File: src/rtl/io_bus_arbiter.sv
// io_bus_arbiter: two-master round-robin arbiter in front of the IO register
// block. Each granted transaction runs latch -> access -> respond.
// Handshake: a master raises req with we/addr/wdata stable and holds them
// until it sees a one-cycle gnt; a one-cycle ack follows in the next cycle
// carrying rdata. Requests are not queued; a req still high after ack is
// simply a new request.
module io_bus_arbiter #(
  parameter int ADDR_W = 32,
  parameter int DATA_W = 32
) (
  input  logic              clock,
  input  logic              clr,
  input  logic              m0_req,
  input  logic              m0_we,
  input  logic [ADDR_W-1:0] m0_addr,
  input  logic [DATA_W-1:0] m0_wdata,
  output logic              m0_gnt,
  output logic              m0_ack,
  output logic [DATA_W-1:0] m0_rdata,
  input  logic              m1_req,
  input  logic              m1_we,
  input  logic [ADDR_W-1:0] m1_addr,
  input  logic [DATA_W-1:0] m1_wdata,
  output logic              m1_gnt,
  output logic              m1_ack,
  output logic [DATA_W-1:0] m1_rdata,
  output logic [ADDR_W-1:0] io_addr,
  output logic [DATA_W-1:0] io_datain,
  output logic              io_we,
  input  logic [DATA_W-1:0] io_dataout,
  output logic              busy,
  output logic [1:0]        dbg_state_o
);

  typedef enum logic [1:0] {
    IDLE   = 2'd0,
    ACCESS = 2'd1,
    RESP   = 2'd2
  } state_t;

  state_t            state_q, state_d;
  logic              sel_q, sel_d;
  logic              rr_last_q, rr_last_d;
  logic              we_q, we_d;
  logic [ADDR_W-1:0] addr_q, addr_d;
  logic [DATA_W-1:0] wdata_q, wdata_d;
  logic [DATA_W-1:0] rdata_q, rdata_d;
  logic              win;

  // State and latched-transaction registers; reset aborts any transaction.
  always_ff @(posedge clock or posedge clr) begin
    if (clr) begin
      state_q   <= IDLE;
      sel_q     <= 1'b0;
      rr_last_q <= 1'b1;
      we_q      <= 1'b0;
      addr_q    <= '0;
      wdata_q   <= '0;
      rdata_q   <= '0;
    end else begin
      state_q   <= state_d;
      sel_q     <= sel_d;
      rr_last_q <= rr_last_d;
      we_q      <= we_d;
      addr_q    <= addr_d;
      wdata_q   <= wdata_d;
      rdata_q   <= rdata_d;
    end
  end

  // Next state: arbitrate and latch in IDLE, capture read data in ACCESS,
  // record the served port in RESP.
  always_comb begin
    state_d   = state_q;
    sel_d     = sel_q;
    rr_last_d = rr_last_q;
    we_d      = we_q;
    addr_d    = addr_q;
    wdata_d   = wdata_q;
    rdata_d   = rdata_q;
    // On a tie the port not served last wins; otherwise the lone requester.
    win       = (m0_req && m1_req) ? ~rr_last_q : m1_req;
    case (state_q)
      IDLE: begin
        if (m0_req || m1_req) begin
          sel_d   = win;
          we_d    = win ? m1_we    : m0_we;
          addr_d  = win ? m1_addr  : m0_addr;
          wdata_d = win ? m1_wdata : m0_wdata;
          state_d = ACCESS;
        end
      end
      ACCESS: begin
        rdata_d = we_q ? '0 : io_dataout;
        state_d = RESP;
      end
      RESP: begin
        rr_last_d = sel_q;
        state_d   = IDLE;
      end
      default: state_d = IDLE;
    endcase
  end

  // Outputs decoded from the current state and the latched transaction.
  always_comb begin
    m0_gnt    = 1'b0;
    m1_gnt    = 1'b0;
    m0_ack    = 1'b0;
    m1_ack    = 1'b0;
    io_addr   = '0;
    io_datain = '0;
    io_we     = 1'b0;
    case (state_q)
      ACCESS: begin
        m0_gnt    = ~sel_q;
        m1_gnt    = sel_q;
        io_addr   = addr_q;
        io_datain = wdata_q;
        io_we     = we_q;
      end
      RESP: begin
        m0_ack    = ~sel_q;
        m1_ack    = sel_q;
        io_addr   = addr_q;
        io_datain = wdata_q;
      end
      default: ;
    endcase
  end

  assign m0_rdata    = rdata_q;
  assign m1_rdata    = rdata_q;
  assign busy        = (state_q != IDLE);
  assign dbg_state_o = state_q;

endmodule
File: config.mk
export PLATFORM = sky130hd
export DESIGN_NAME = io_bus_arbiter
export DESIGN_NICKNAME = d
export VERILOG_FILES = /design/src/rtl/io_bus_arbiter.sv
export SDC_FILE = /design/constraint.sdc
export NUM_CORES = 1
export LEC_CHECK = 0
export ABC_CLOCK_PERIOD_IN_PS = 3200
export CORE_ASPECT_RATIO = 1.4
export CORE_MARGIN = 2
export CORE_UTILIZATION = 38
export CTS_CLUSTER_SIZE = 25
export DETAILED_ROUTE_END_ITERATION = 10
export PLACE_DENSITY = 0.81
export SLEW_MARGIN = 20
export SYNTH_ARGS = -nofsm -noshare
export SYNTH_HDL_FRONTEND = slang
export SYNTH_SLANG_ARGS = --single-unit
File: constraint.sdc
create_clock -name clock -period 3.2 [get_ports clock]
set_input_delay 0.32 -clock clock [delete_from_list [all_inputs] [get_ports clock]]
set_output_delay 0.32 -clock clock [all_outputs]
set_load 0.02 [all_outputs]
==> results of run 1 <==
-- how the worst max path moves through the flow --
stage | endpoint | from | slack [ns]
detailed placement | io_datain[20] | dbg_state_o[0] | 1.00
global route | io_addr[30] | dbg_state_o[1] | 0.47
floorplan | addr_q[0] | clr | 0.23
CTS | io_addr[30] | dbg_state_o[0] | 0.61
global placement | io_datain[13] | dbg_state_o[0] | 1.05
finish | io_datain[25] | dbg_state_o[0] | 0.64
-- cell families after synthesis --
family          Yosys count  share of synthesized area, %
fa+ha+maj                 4                         0.981
compound gates          168                          16.8
buf+inv                 110                          11.5
flops                   101                          49.6
simple gates            235                          20.7
mux                       2                         0.441
-- metrics by stage --
step	util (%)	instance area (sq um)	hold WS, ns	setup WS, ns	total power, mW
5_1_grt	62.9	8340	0.461	0.473	9.33
4_1_cts	62.9	8340	0.419	0.609	8.84
2_1_floorplan	-	5100	0.437	0.235	5.26
3_5_place_dp	60.5	8030	0.510	1.00	7.64
6_report	62.9	8340	0.394	0.638	8.75
3_3_place_gp	60.5	8030	0.499	1.05	7.54
-- report_power, final --
group / switching, mW / internal, mW
registers: 0.373 / 1.86
logic: 2.86 / 2.50
clock network: 0.533 / 0.627
-- state kept, by name, indices dropped and copies added (netlist names) --
| signal | flops |
|---|---|
| rr_last_q | 1 |
| m0_rdata | 32 |
| sel_q | 1 |
| dbg_state_o | 2 |
| addr_q | 32 |
| we_q | 1 |
| wdata_q | 32 |
-- layout by cell type, fill, tap and decap left out, types with 2 or more instances in the layout --
cell / count
nor2_1: 66
clkdlybuf4s50_1: 301
and2_1: 67
mux2_2: 2
inv_1: 35
a21oi_1: 131
o21ai_1: 6
ha_1: 4
clkbuf_16: 9
buf_4: 12
dfrtp_1: 100
inv_8: 2
inv_6: 3
nor2b_1: 2
o21ai_0: 26
nand2_1: 99
-- routing by layer --
metal,GRT usage [%],share of wire (%)
met4,12.1,4.3
met2,40.3,52
met1,26.6,37
met5,0,0
met3,4.02,6.5
-- final cells by class --
type	instances	share of cell area (%)
clock inverter	7	1.04
tap	182	2.73
sequential	101	30.3
timing repair buffer	314	37.5
clock buffer	9	2.70
multi-input combinational	409	24.1
inverter	36	1.65
==> out/results.ini, run 1 <==
[global_route]
grt_pass1_wl_microns = 25900
antenna_found_initial = 0
grt_usage_pct = 23.1
grt_pass1_vias = 5067
grt_max_degree = 57
overflow = 0

[finish]
drive_above_1_share_pct = 4.34
antenna_cells = 0
final_nets = 1041
n_fill_cell = 1137
multiInputGateArea_sq_um = 2010
register_area_sq_um = 2530
syn_to_final_growth_pct = 63.4
finalNonFillerCells = 1058

[clocking]
clock_latency_ns = 0.35
cts-buffers-inserted = 9
cts_hold_buf = 0
cts_resized = 0
cts_setup_buffers = 0
cts_root_buffer = clkbuf_16
cts_tree = built
h-tree-depth = 3
clk_pin_slew_ns = 0.08
cts_buffer_depth = 2
cts.sinks = 101

[sta]
max_freq_ghz = 0.390
max_slew_margin_pct = 59.8
slew_viol_final = 0
tns_ns = 0
worst_slew_pin_slew_ns = 0.604
finalCritPeriodShare_pct = 80.1
finalClockSkew_ns = 0.0104
setup_viol = 0
finalHoldViolCount = 0
rsz0062_at_grt = false
layout_min_cycle_time_ns = 2.56

[synth]
avgSynthCellArea_sq_um = 8.23
synth_area_leaders = dfrtp_1, a21oi_1, and2_1, nand2_1, buf_4
synth_nets = 790
synth_warnings = 0
ys_ff_latch = 101
yosysMostFrequentCell = a21oi_1
async_reset_ff_share_pct = 100
ys_dominant_reg_cell = dfrtp_1
syn_inst = 620
netlist-cell-type-count = 19
syn-cell-area_sq_um = 5100
synth_top_area_cell = dfrtp_1
netlist.area_leader.share_pct = 49.1
synth_common_cells = a21oi_1, dfrtp_1, nand2_1
ys_seq_area_share_pct = 49.6
synth_edf_count = 0

[critical_path]
slowest_delay_ns = 0.61
crit_path_top_delay_cell = clkdlybuf4s50_1
r2r_start = dbg_state_o[1]
cp.depth = 5
cp-end-kind = primary output
worst-r2r-setup-slack_ns = 1.19
critical-path-top-delay-family = buffers and inverters
worstPathArrival_ns = 2.24
crit_chain = inv_1, ha_1, buf_4, and2_1, clkdlybuf4s50_1
critical_path_class = reg -> out
cp_max_fo = 29
rr_endpoint = m0_rdata[28]
r2r_cells = 6
critPathLaunchType = flop
critPathBufInv = 3
worstPathRequired_ns = 2.88

[die]
ioPinCount = 302
die_y_microns = 141
coreArea_sq_um = 13300
die_w_microns = 102
rows = 50
initial_core_util_pct = 38.5
dieArea_sq_um = 14400

[placed_design]
dp.cells = 1042
hpwl_microns = 12400
port_buffers = 301
place.gp.congestion = 0.835

[route]
via_per_inst = 4.83
detail_route.wl_per_cell_microns = 15.8
vias = 5111
firstDrtPassIters = 5
drt-total-wl_microns = 16700
drcViolationCount = 0
detail-route-antenna-nets = 0
drtIter0Drc = 176

[flow_run]
max-cap-violations = 0

[pwr]
power.leakage_nw = 3.46
vdd_drop_max_uv = 504
p_per_area_nw_per_um2 = 1050

[hold_path]
hold_path.class = in -> async

[run_status]
status = finished clean

No activity file was read; power rests on OpenSTA's default activity.
==> run 2, diff against run 1 <==
Settings changed: ABC_CLOCK_PERIOD_IN_PS 3200 to 2600.
Clock period 3.2 ns to 2.6 ns, I/O delays scaled along.
==> run 2 against run 1 <==
  * Design area rose by 0.30%
  * Critical path depth did not move
  * Hold slack improved by 0.0045 ns
  * Utilization rose by 0.19 points
  * Non-clock buffer count did not move
  * Via count fell by 1.6%
  * Worst setup slack got worse by 0.51 ns
  * Clock-buffer cell count rose by 2
  * Clock power rose by 20%
  * Cell count did not move
  * Sequential power rose by 23%
  * Combinational power rose by 24%
  * Critical path type unchanged
  * Highest routed layer unchanged
==> out/results.ini, run 2 (synthesis gave the netlist of run 1 again) <==
[sta]
max_freq_ghz = 0.404
hold_slack_ns = 0.398  ; was 0.394 ns
finalClockSkew_ns = 0.00834  ; was 0.0104 ns
rsz0062_at_grt = false  ; unchanged
setup_viol = 0  ; unchanged
finalHoldViolCount = 0  ; unchanged
worst_slew_pin_slew_ns = 0.584  ; was 0.604 ns
finalCritPeriodShare_pct = 95.2
tns_ns = 0  ; unchanged
slew_viol_final = 0  ; unchanged
max_slew_margin_pct = 61.1  ; was 59.8%
layout_min_cycle_time_ns = 2.48

[clocking]
cts_buffer_depth = 2  ; unchanged
cts_root_buffer = clkbuf_16  ; unchanged
h-tree-depth = 3  ; unchanged
cts_tree = built  ; unchanged
clk_pin_slew_ns = 0.07  ; was 0.08 ns
cts_setup_buffers = 0  ; unchanged
cts-buffers-inserted = 9  ; unchanged
clock_latency_ns = 0.33  ; was 0.35 ns
cts.sinks = 101  ; unchanged

[route]
drt-total-wl_microns = 16600  ; was 16700 microns
detail_route.wl_per_cell_microns = 15.7  ; was 15.8 microns
via_per_inst = 4.75  ; was 4.83
detail-route-antenna-nets = 0  ; unchanged
drtIter0Drc = 175  ; was 176
drcViolationCount = 0  ; unchanged
vias = 5030  ; was 5111
firstDrtPassIters = 5  ; unchanged

[die]
die_y_microns = 141  ; unchanged
rows = 50  ; unchanged
ioPinCount = 302  ; unchanged
dieArea_sq_um = 14400  ; unchanged
coreArea_sq_um = 13300  ; unchanged
initial_core_util_pct = 38.5  ; unchanged
die_w_microns = 102  ; unchanged

[placed_design]
hpwl_microns = 12100  ; was 12400 microns
placed_area_sq_um = 8040  ; was 8030 sq um
place.gp.congestion = 0.862  ; was 0.835
dp.cells = 1042  ; unchanged
port_buffers = 301  ; unchanged

[critical_path]
critical-path-top-delay-family = buffers and inverters  ; unchanged
worst-r2r-setup-slack_ns = 0.84  ; was 1.19 ns
crit_path_top_delay_cell = clkdlybuf4s50_1  ; unchanged
critical_path_class = reg -> out  ; unchanged
worstPathRequired_ns = 2.34  ; was 2.88 ns
crit_chain = inv_1, ha_4, buf_12, and2_1, clkdlybuf4s50_1  ; was inv_1, ha_1, buf_4, and2_1, clkdlybuf4s50_1
critPathBufInv = 3  ; unchanged
slowest_delay_ns = 0.61  ; about the same
cp-end-kind = primary output  ; unchanged
worstPathArrival_ns = 2.22  ; was 2.24 ns
critPathLaunchType = flop  ; unchanged
cp_max_fo = 49  ; was 29

[finish]
syn_to_final_growth_pct = 63.9  ; was 63.4%
final_nets = 1041  ; unchanged
antenna_cells = 0  ; unchanged
finalNonFillerCells = 1058  ; unchanged
final_common_cell = clkdlybuf4s50_1  ; unchanged
final_cell_mix = clkdlybuf4s50_1, a21oi_1, dfrtp_1, nand2_1, and2_1  ; unchanged
drive_above_1_share_pct = 4.45  ; was 4.34%
n_fill_cell = 1156  ; was 1137
design_area_sq_um = 8360  ; was 8340 sq um

[global_route]
overflow = 0  ; unchanged
grt_max_degree = 102  ; was 57
grt_pass1_wl_microns = 25500  ; was 25900 microns
antenna_found_initial = 0  ; unchanged
grt_usage_pct = 22.6  ; was 23.1%
grt_pass1_vias = 5046  ; was 5067

[run_status]
status = finished clean  ; unchanged

[flow_run]
max-cap-violations = 0  ; unchanged

[pwr]
power.leakage_nw = 3.46  ; about the same
p_per_area_nw_per_um2 = 1290  ; was 1050 nW/um^2
vdd_drop_max_uv = 869  ; was 504 uV

[hold_path]
hold_path.class = in -> async  ; unchanged

==> run 2: cell count changes in the layout (fill, tap and decap cells not counted), sizes merged <==
cell / delta
clkinvlp: +2
dlygate4sd2: +1
clkinv: +2
clkbuf: +2
clkdlybuf4s50: -1
inv: -6
==> run 2: metal layers <==
| layer | global-route usage, % | vias to the layer above | wire [microns] |
|---|---|---|---|
| met1 | 26.5 | 2355 | 6290 |
| met4 | 8.35 | 0 | 469 |
| met3 | 5.06 | 27 | 1210 |
| met5 | 0 | - | 0 |
| met2 | 39.9 | 207 | 8680 |
| li1 | - | 2441 | - |
==> run 2: layout make-up <==
type | count | area [sq um] | share of cell area (%)
Multi-Input combinational cell | 409 | 2020 | 24.2
Clock inverter | 5 | 58.8 | 0.703
Sequential cell | 101 | 2530 | 30.2
Inverter | 36 | 139 | 1.66
Tap cell | 182 | 228 | 2.72
Clock buffer | 11 | 253 | 3.02
Timing Repair Buffer | 314 | 3130 | 37.5
==> run 2: repair_timing <==
item / 4_1_cts / 5_1_grt
endpoints found under the setup margin: 48 / 0
resized for setup: 2 / 0
hold buffers: 0 / 0
==> run 2: path summary, 6_finish.rpt <==
check | start | endpoint | cells past startpoint
min reg2reg | addr_q[20] | addr_q[20] | 2
min in group clock | m0_addr[13] | addr_q[13] | 3
max in group asynchronous | clr | m0_rdata[17] | 3
min | clr | wdata_q[10] | 3
max reg2reg | dbg_state_o[1] | m0_rdata[3] | 7
max | dbg_state_o[0] | io_datain[5] | 5
==> run 2: power by group <==
| group | internal [mW] | total [mW] | switching [mW] | leakage, nW |
|---|---|---|---|---|
| Sequential | 2.29 | 2.75 | 0.467 | 1.20 |
| Combinational | 3.14 | 6.63 | 3.50 | 2.12 |
| Clock | 0.800 | 1.39 | 0.592 | 0.148 |
==> run 2: through the flow <==
stage	util (%)	total power [mW]	setup WS, ns
finish	63.0	10.8	0.125
floorplan	-	6.47	0.792
CTS	63.0	10.9	0.0900
global placement	60.6	9.34	0.287
global route	63.0	11.5	0.00370
detailed placement	60.6	9.45	0.226
==> run 2: tightest hold or removal path, stage by stage <==
cell	delay [ns]
clkdlybuf4s50_1	0.45
clkinvlp_4	0.10
buf_12	0.38
